## config.mk

```make
export PLATFORM = sky130hd
export DESIGN_NAME = ps2_direction_decoder
export DESIGN_NICKNAME = d
export VERILOG_FILES = /design/src/rtl/ps2_direction_decoder.sv
export SDC_FILE = /design/constraint.sdc
export NUM_CORES = 1
export LEC_CHECK = 0
export ABC_AREA = 0
export CAP_MARGIN = 20
export CORE_ASPECT_RATIO = 0.5
export CORE_UTILIZATION = 30
export DETAILED_ROUTE_END_ITERATION = 16
export SLEW_MARGIN = 20
export SYNTH_ARGS = -nofsm -noshare
export SYNTH_HDL_FRONTEND = slang
export SYNTH_SLANG_ARGS = --single-unit
```

## constraint.sdc

```tcl
create_clock -name clock -period 3.2 [get_ports clock]
set_input_delay 0.32 -clock clock [delete_from_list [all_inputs] [get_ports clock]]
set_output_delay 0.32 -clock clock [all_outputs]
set_load 0.02 [all_outputs]
```

## src/rtl/ps2_direction_decoder.sv

```systemverilog
// ps2_direction_decoder
//   Receives PS/2 set-2 scan codes and turns them into the game's control signals.
//   The outputs use the same encoding as the old SW[3:0]/SW[4] switch mapping:
//   direction[3]=up, [2]=down, [1]=left, [0]=right. start is high while S is held.
// Ports
//   clock      system clock
//   resetn     asynchronous active-low reset
//   ps2_clk    raw PS/2 clock (asynchronous)
//   ps2_dat    raw PS/2 data (asynchronous)
//   direction  one-hot level of the held arrow key; the last key pressed wins
//   start      level, high while S (0x1B) is held
//   dir_pulse  1-cycle strobe on each new arrow make; typematic repeats do not pulse
//   frame_err  1-cycle strobe on a bad stop bit, a timeout or (optionally) a parity error
// Configuration
//   PS2_PARITY_CHECK_EN: when defined, a frame whose data plus parity bits do not have an
//   odd 1s-count is rejected with frame_err. When undefined, the parity bit is ignored.

module ps2_direction_decoder #(
  parameter int unsigned TIMEOUT_CYCLES = 50000,
  parameter int unsigned SYNC_STAGES    = 2
) (
  input  logic       clock,
  input  logic       resetn,
  input  logic       ps2_clk,
  input  logic       ps2_dat,
  output logic [3:0] direction,
  output logic       start,
  output logic       dir_pulse,
  output logic       frame_err
);

  localparam int unsigned CntW = $clog2(TIMEOUT_CYCLES + 1);

  typedef enum logic [1:0] {StIdle, StData, StParity, StStop} state_e;

  logic [SYNC_STAGES-1:0] clk_sync_q, clk_sync_d;
  logic [SYNC_STAGES-1:0] dat_sync_q, dat_sync_d;
  logic                   clk_hist_q;
  logic                   clk_s, dat_s, fall;

  state_e          state_q, state_d;
  logic [2:0]      bitcnt_q, bitcnt_d;
  logic [7:0]      shift_q, shift_d;
  logic            parity_q, parity_d;
  logic [CntW-1:0] to_cnt_q, to_cnt_d;
  logic            timeout, byte_valid;

  logic [3:0] direction_q, direction_d;
  logic       start_q, start_d;
  logic       dir_pulse_q, dir_pulse_d;
  logic       frame_err_q, frame_err_d;
  logic       ext_q, ext_d;
  logic       brk_q, brk_d;
  logic [3:0] arrow_oh;

  assign clk_sync_d = {clk_sync_q[SYNC_STAGES-2:0], ps2_clk};
  assign dat_sync_d = {dat_sync_q[SYNC_STAGES-2:0], ps2_dat};
  assign clk_s      = clk_sync_q[SYNC_STAGES-1];
  assign dat_s      = dat_sync_q[SYNC_STAGES-1];
  assign fall       = clk_hist_q & ~clk_s;

  // A falling edge in the same cycle as the timeout wins.
  assign timeout = (state_q != StIdle) && !fall && (to_cnt_q == CntW'(TIMEOUT_CYCLES - 1));

`ifndef PS2_PARITY_CHECK_EN
  logic unused_parity;
  assign unused_parity = parity_q;
`endif

  // Receiver: advances only on synchronised ps2_clk falling edges.
  always_comb begin
    state_d     = state_q;
    bitcnt_d    = bitcnt_q;
    shift_d     = shift_q;
    parity_d    = parity_q;
    to_cnt_d    = to_cnt_q;
    frame_err_d = 1'b0;
    byte_valid  = 1'b0;

    if (state_q == StIdle || fall) begin
      to_cnt_d = '0;
    end else begin
      to_cnt_d = to_cnt_q + CntW'(1);
    end

    if (timeout) begin
      state_d     = StIdle;
      to_cnt_d    = '0;
      frame_err_d = 1'b1;
    end else if (fall) begin
      case (state_q)
        StIdle: begin
          if (!dat_s) begin
            state_d  = StData;
            bitcnt_d = 3'd0;
          end
        end
        StData: begin
          shift_d  = {dat_s, shift_q[7:1]};
          bitcnt_d = bitcnt_q + 3'd1;
          if (bitcnt_q == 3'd7) state_d = StParity;
        end
        StParity: begin
          parity_d = dat_s;
          state_d  = StStop;
        end
        StStop: begin
          state_d = StIdle;
          if (!dat_s) begin
            frame_err_d = 1'b1;
          end else begin
`ifdef PS2_PARITY_CHECK_EN
            if (^{shift_q, parity_q}) byte_valid = 1'b1;
            else                      frame_err_d = 1'b1;
`else
            byte_valid = 1'b1;
`endif
          end
        end
        default: state_d = StIdle;
      endcase
    end
  end

  always_comb begin
    case (shift_q)
      8'h75:   arrow_oh = 4'b1000;
      8'h72:   arrow_oh = 4'b0100;
      8'h6B:   arrow_oh = 4'b0010;
      8'h74:   arrow_oh = 4'b0001;
      default: arrow_oh = 4'b0000;
    endcase
  end

  // Decoder: acts on the completed byte in the cycle it becomes valid.
  always_comb begin
    direction_d = direction_q;
    start_d     = start_q;
    dir_pulse_d = 1'b0;
    ext_d       = ext_q;
    brk_d       = brk_q;

    if (byte_valid) begin
      if (shift_q == 8'hE0) begin
        ext_d = 1'b1;
      end else if (shift_q == 8'hF0) begin
        brk_d = 1'b1;
      end else begin
        if (ext_q && (arrow_oh != 4'b0000)) begin
          if (!brk_q) begin
            direction_d = arrow_oh;
            dir_pulse_d = (direction_q != arrow_oh);
          end else if (direction_q == arrow_oh) begin
            direction_d = 4'b0000;
          end
        end else if (!ext_q && (shift_q == 8'h1B)) begin
          start_d = !brk_q;
        end
        ext_d = 1'b0;
        brk_d = 1'b0;
      end
    end
  end

  always_ff @(posedge clock or negedge resetn) begin
    if (!resetn) begin
      // Lines idle high, so sync and history flops reset high to avoid a false edge.
      clk_sync_q  <= '1;
      dat_sync_q  <= '1;
      clk_hist_q  <= 1'b1;
      state_q     <= StIdle;
      bitcnt_q    <= 3'd0;
      shift_q     <= 8'h00;
      parity_q    <= 1'b0;
      to_cnt_q    <= '0;
      direction_q <= 4'b0000;
      start_q     <= 1'b0;
      dir_pulse_q <= 1'b0;
      frame_err_q <= 1'b0;
      ext_q       <= 1'b0;
      brk_q       <= 1'b0;
    end else begin
      clk_sync_q  <= clk_sync_d;
      dat_sync_q  <= dat_sync_d;
      clk_hist_q  <= clk_s;
      state_q     <= state_d;
      bitcnt_q    <= bitcnt_d;
      shift_q     <= shift_d;
      parity_q    <= parity_d;
      to_cnt_q    <= to_cnt_d;
      direction_q <= direction_d;
      start_q     <= start_d;
      dir_pulse_q <= dir_pulse_d;
      frame_err_q <= frame_err_d;
      ext_q       <= ext_d;
      brk_q       <= brk_d;
    end
  end

  assign direction = direction_q;
  assign start     = start_q;
  assign dir_pulse = dir_pulse_q;
  assign frame_err = frame_err_q;

endmodule

```

==> results.cfg, run 1 <==
[worst_setup_path]
startpoint_type = flip-flop
crit_arrival_ps = 2180
cp-end-kind = flip-flop
crit_fanout = 16
worst_ep_required_time_ps = 3340
critPathKind = flip-flop to flip-flop

[logic_synthesis]
post-synth-top-count-cell = dfrtp_1
yosys_warnings = 0
ys_seq_elements = 43
synth_area_leader_cell = dfrtp_1
synth_edf_count = 0
synthTopCellsByCount = 38 x dfrtp_1, 29 x nor2_1, 22 x nand2_1
synth.distinct_cells = 46
yosysTopAreaCellShare_pct = 43.75
synthCells = 210
syn_avg_cell_area_um2 = 10.35
ys_seq_area_share_pct = 49.80
syn_area_mm2 = 0.002173
ys.flop_type = dfrtp_1
syn_nets = 221
async_reset_ff_share_pct = 100.0
synthTopCellsByArea = dfrtp_1 44%, dfstp_2 6.0%, nor2_1 5.0%, mux2_2 4.1%, ha_1 4.0%

[pwr]
power_density_mw_per_mm2 = 636.5
cellLeakagePower_nw = 1.025
ir_drop_mv = 0.1952
p_sw_share_pct = 31.19
combPwrFrac_pct = 22.3
power_frac_seq_pct = 47.4
p_clk_share_pct = 30.3
power.internal_w = 0.001086
p_sw_w = 0.0004923

[final_layout]
syn_to_final_growth_pct = 14.10
multi_input_area_mm2 = 0.001016
fillers = 677
seq_area_mm2 = 0.001082
fin_area_mm2 = 0.002480
layout-drive-gt1-share_pct = 12.16
antenna_cells = 0
nNetsFinal = 232

[placed_design]
dpl_cell_area_mm2 = 0.002342
place_congestion = 0.7852
hpwl_mm = 2.771
portBuffers = 10

[clock_network]
cts_setup_buffers = 0
cts_tree = built
cts_num_sinks = 43
cts-hold-fix-buffers = 0
cts.htree.levels = 2
cts_made_buffers = 5
cts_root_buf = clkbuf_16
cts_resized = 0
clkLatencyLatePin_ps = 280
cts_buffer_depth = 2
clkTransAtPathRegs_ps = 60

[global_route]
grt_pass1_wl_mm = 6.975
grt_max_degree = 44
antenna_found_initial = 0
gr-total-overflow = 0
first_global_vias = 1534
grtUsageTotal_pct = 11.58

[timing]
hold_ws_ps = 187.5
skew_ps = 4.992
setup_viol = 0
finalHoldViolCount = 0
worst_slew_pin_slew_ps = 943.8
rsz0062_at_grt = false
timing.final.crit_period_ps = 2039
fmax_mhz = 490.5
relSlewSlack_pct = 37.08
fin_crit_sh_pct = 63.71
drv_slew = 0
setup_tns_ps = 0

[floorplanning]
die_w_um = 122.4
ios = 11
die-area_mm2 = 0.007610
num_rows = 21
core_area_mm2 = 0.006832
start_util_pct = 31.81
die_h_um = 62.19

[job]
drv_cap = 0

[run_status]
status = finished clean

[route]
antenna_left = 0
routed_wl_mm = 3.874
drc = 0
avgRoutedWirePerCell_um = 12.34
via_count = 1538
drt_iter0_markers = 64
dr.pass1.iters = 4
drt-vias-per-instance = 4.898

[worst_hold_path]
hp-class = primary input to asynchronous set/reset pin
## through the flow
stage	setup WS (ps)	instances	total power [W]	utilization, %
3_3_place_gp	1223	306	0.001089	34.29
4_1_cts	1120	314	0.001601	36.30
3_5_place_dp	1137	306	0.001115	34.29
6_report	1161	314	0.001578	36.30
2_1_floorplan	1455	210	0.001037	-
5_1_grt	1012	314	0.001699	36.30
## state kept, by name, summed over array words and instances, names as in the netlist
name / count
bitcnt_q: 3
brk_q: 1
clk_hist_q: 1
clk_sync_q: 2
dat_sync_q: 2
dir_pulse: 1
direction: 4
ext_q: 1
frame_err: 1
shift_q: 8
start: 1
state_q: 2
to_cnt_q: 16
## routing by layer
layer	GRT usage, %	wire length (um)	up-vias
met5	0	0	-
met4	4.878	54	0
met3	2.757	105	6
met2	18.47	1784	15
met1	14.99	1930	757
li1	-	-	760
## area by class of cell
type	count	share of cell area, %
Clock buffer	7	5.348
Sequential cell	43	43.64
Tap cell	92	4.642
Timing Repair Buffer	10	3.835
Multi-Input combinational cell	152	40.97
Clock inverter	1	0.2018
Inverter	9	1.362
## placed cells by master (no fill, tap or decap), types with 4 or more instances in the layout
cell type,synthesis,routed
a21oi_1,8,8
ha_1,7,7
nor3_1,4,4
nor2_1,29,29
dfrtp_1,38,38
nand2_1,22,22
o21ai_1,4,4
nand3_1,9,9
dfstp_2,5,5
inv_1,9,9
clkbuf_16,0,5
xnor2_1,7,7
mux2_2,8,8
clkdlybuf4s50_1,0,9
xor2_1,7,7
## critical path, cell delays in order, from the launching register on
cell and delay (ps):
dfrtp_1 400, or4_4 560, nor4_4 290, nand2b_1 520, nor2_1 130
## power by group through the flow
stage | registers (W) | logic (W) | clock network (W)
floorplan | 0.000717 | 0.000319 | 0
global placement | 0.000747 | 0.000342 | 0
detailed placement | 0.000755 | 0.000360 | 0
CTS | 0.000747 | 0.000359 | 0.000495
global route | 0.000762 | 0.000415 | 0.000523
finish | 0.000748 | 0.000353 | 0.000478
## worst paths after layout
kind | from | end | slack (ps) | depth (start not counted)
worst max register to register | to_cnt_q[12] | to_cnt_q[2] | 1160 | 4
worst min register to register | clk_sync_q[0] | clk_sync_q[1] | 360 | 0
min in group clock | clk_sync_q[0] | clk_sync_q[1] | 360 | 0
worst max-delay path | to_cnt_q[12] | to_cnt_q[2] | 1160 | 4
worst min-delay path | resetn | shift_q[0] | 190 | 1
max in group asynchronous | resetn | to_cnt_q[14] | 2420 | 1
## cell families (layout without fill, tap and decap cells)
kind of cell | count (synthesis) | in the layout | synth area share (%)
xor gates and xnor gates | 14 | 14 | 5.642
muxes | 8 | 8 | 4.145
adders and majority gates | 7 | 7 | 4.030
AOI/OAI and AO/OA | 31 | 31 | 10.07
and+or+nand+nor | 92 | 92 | 22.86
buffers and inverters | 15 | 27 | 3.454
DFF | 43 | 43 | 49.80
(Power assumes the default switching activity.)
==> run 2: changes to the inputs <==
==> constraint.sdc (replaced) <==
create_clock -name clock -period 2.1 [get_ports clock]
set_input_delay 0.21 -clock clock [delete_from_list [all_inputs] [get_ports clock]]
set_output_delay 0.21 -clock clock [all_outputs]
set_load 0.02 [all_outputs]
==> results.cfg, run 2 (synthesis results as in run 1) <==
[run_status]
status = finished, violations left
violations = hold timing

[global_route]
grt_pass1_wl_mm = 7.079
grt_max_degree = 44
antenna_found_initial = 0
gr-total-overflow = 0
first_global_vias = 1526
grtUsageTotal_pct = 11.76

[final_layout]
final_common_cell = dfrtp_1
layout-drive-gt1-share_pct = 13.39
final_cell_mix = 38 x dfrtp_1, 29 x nor2_1, 22 x nand2_1
largest-register = to_cnt_q
largest_reg_flops = 16
syn_to_final_growth_pct = 14.97
nNetsFinal = 234
antenna_cells = 0

[pwr]
combPwrFrac_pct = 23.1
ir_drop_mv = 0.3471
p_clk_share_pct = 30.4
p_sw_w = 0.0007784
cellLeakagePower_nw = 1.034
power_density_mw_per_mm2 = 979.4
p_sw_share_pct = 31.81
power.internal_w = 0.001669
power_frac_seq_pct = 46.6

[floorplanning]
ios = 11
num_rows = 21
start_util_pct = 31.81
core_area_mm2 = 0.006832
die_w_um = 122.4
die-area_mm2 = 0.007610
die_h_um = 62.19

[placed_design]
hpwl_mm = 2.742
place_congestion = 0.7722
portBuffers = 10
place_ws_ps = 243.6

[route]
via_count = 1524
avgRoutedWirePerCell_um = 12.63
antenna_left = 0
drt_iter0_markers = 104
routed_wl_mm = 3.990
dr.pass1.iters = 4
drt-vias-per-instance = 4.823
drc = 0

[timing]
hold_ws_ps = -11.08
fmax_mhz = 521.0
relSlewSlack_pct = 59.88
drv_slew = 0
worst_slew_pin_slew_ps = 596.3
timing.final.crit_period_ps = 1919
setup_viol = 0
setup_tns_ps = 0
finalHoldViolCount = 18
setup_ws_ps = 180.6
skew_ps = 2.755
fin_crit_sh_pct = 91.40
rsz0062_at_grt = false

[worst_setup_path]
ff2ff_path_depth = 5
cp-end-kind = flip-flop
worst_ep_required_time_ps = 2280
crit_arrival_ps = 2100
critPathKind = flip-flop to flip-flop
regToRegSetupSlack_ps = 180
startpoint_type = flip-flop
r2r-start = shift_q[0]
crit_fanout = 9
worstSetupEndpoint = dir_pulse
r2r-end = dir_pulse
startpoint = shift_q[0]

[clock_network]
cts_buffer_depth = 2
clkTransAtPathRegs_ps = 60
cts_tree = built
cts.htree.levels = 2
cts_made_buffers = 5
clkLatencyLatePin_ps = 280
cts_resized = 0
cts-hold-fix-buffers = 0
cts_setup_buffers = 0
cts_root_buf = clkbuf_16
cts_num_sinks = 43

[job]
drv_cap = 0

[worst_hold_path]
hp-class = primary input to asynchronous set/reset pin
[run 2: cell type report]
type	count	area, um2
inverters	9	33.78
repair buffers	12	110.1
flip-flops and latches	43	1082
multi-input cells	152	1016
well taps	92	115.1
fillers	681	4333
clock buffers	6	128.9
clock inverters	2	12.51
[run 2: worst max-delay path, stage by stage (launching register included)]
cell	delay, ps
dfrtp_1	480
or3b_4	470
a2111oi_2	300
or3_1	160
a22oi_2	100
nor4b_2	310
[run 2: worst min path at each step]
stage	start	end	slack [ps]	depth (start not counted)
2_1_floorplan	resetn	bitcnt_q[0]	-90	0
3_3_place_gp	resetn	direction[3]	310	2
3_5_place_dp	resetn	direction[3]	320	2
4_1_cts	resetn	direction[3]	10	2
5_1_grt	resetn	direction[3]	50	2
6_report	resetn	direction[0]	-10	2
[run 2: routing by layer]
layer	vias up	GRT usage, %	routed length, um
li1	762	-	-
met3	4	3.493	134
met1	739	15.92	2045
met4	0	4.116	47
met5	-	0	0
met2	19	17.77	1762
[run 2: power by group through the flow]
stage / Sequential [W] / Combinational, W / Clock [W]
after global placement: 0.00114 / 0.000542 / 0
after floorplan: 0.00109 / 0.000487 / 0
final: 0.00114 / 0.000565 / 0.000743
after detailed placement: 0.00115 / 0.000571 / 0
after global routing: 0.00117 / 0.000646 / 0.000801
after CTS: 0.00114 / 0.000569 / 0.000766
[run 2: per-stage QoR]
step | std cells | instance area [um2] | util, % | hold slack (ps) | total power (W)
2_1_floorplan | 210 | 2173 | - | -85.59 | 0.001580
3_3_place_gp | 308 | 2357 | 34.51 | 307.6 | 0.001681
3_5_place_dp | 308 | 2357 | 34.51 | 315.5 | 0.001719
4_1_cts | 316 | 2499 | 36.58 | 11.80 | 0.002471
5_1_grt | 316 | 2499 | 36.58 | 45.55 | 0.002613
6_report | 316 | 2499 | 36.58 | -11.08 | 0.002447
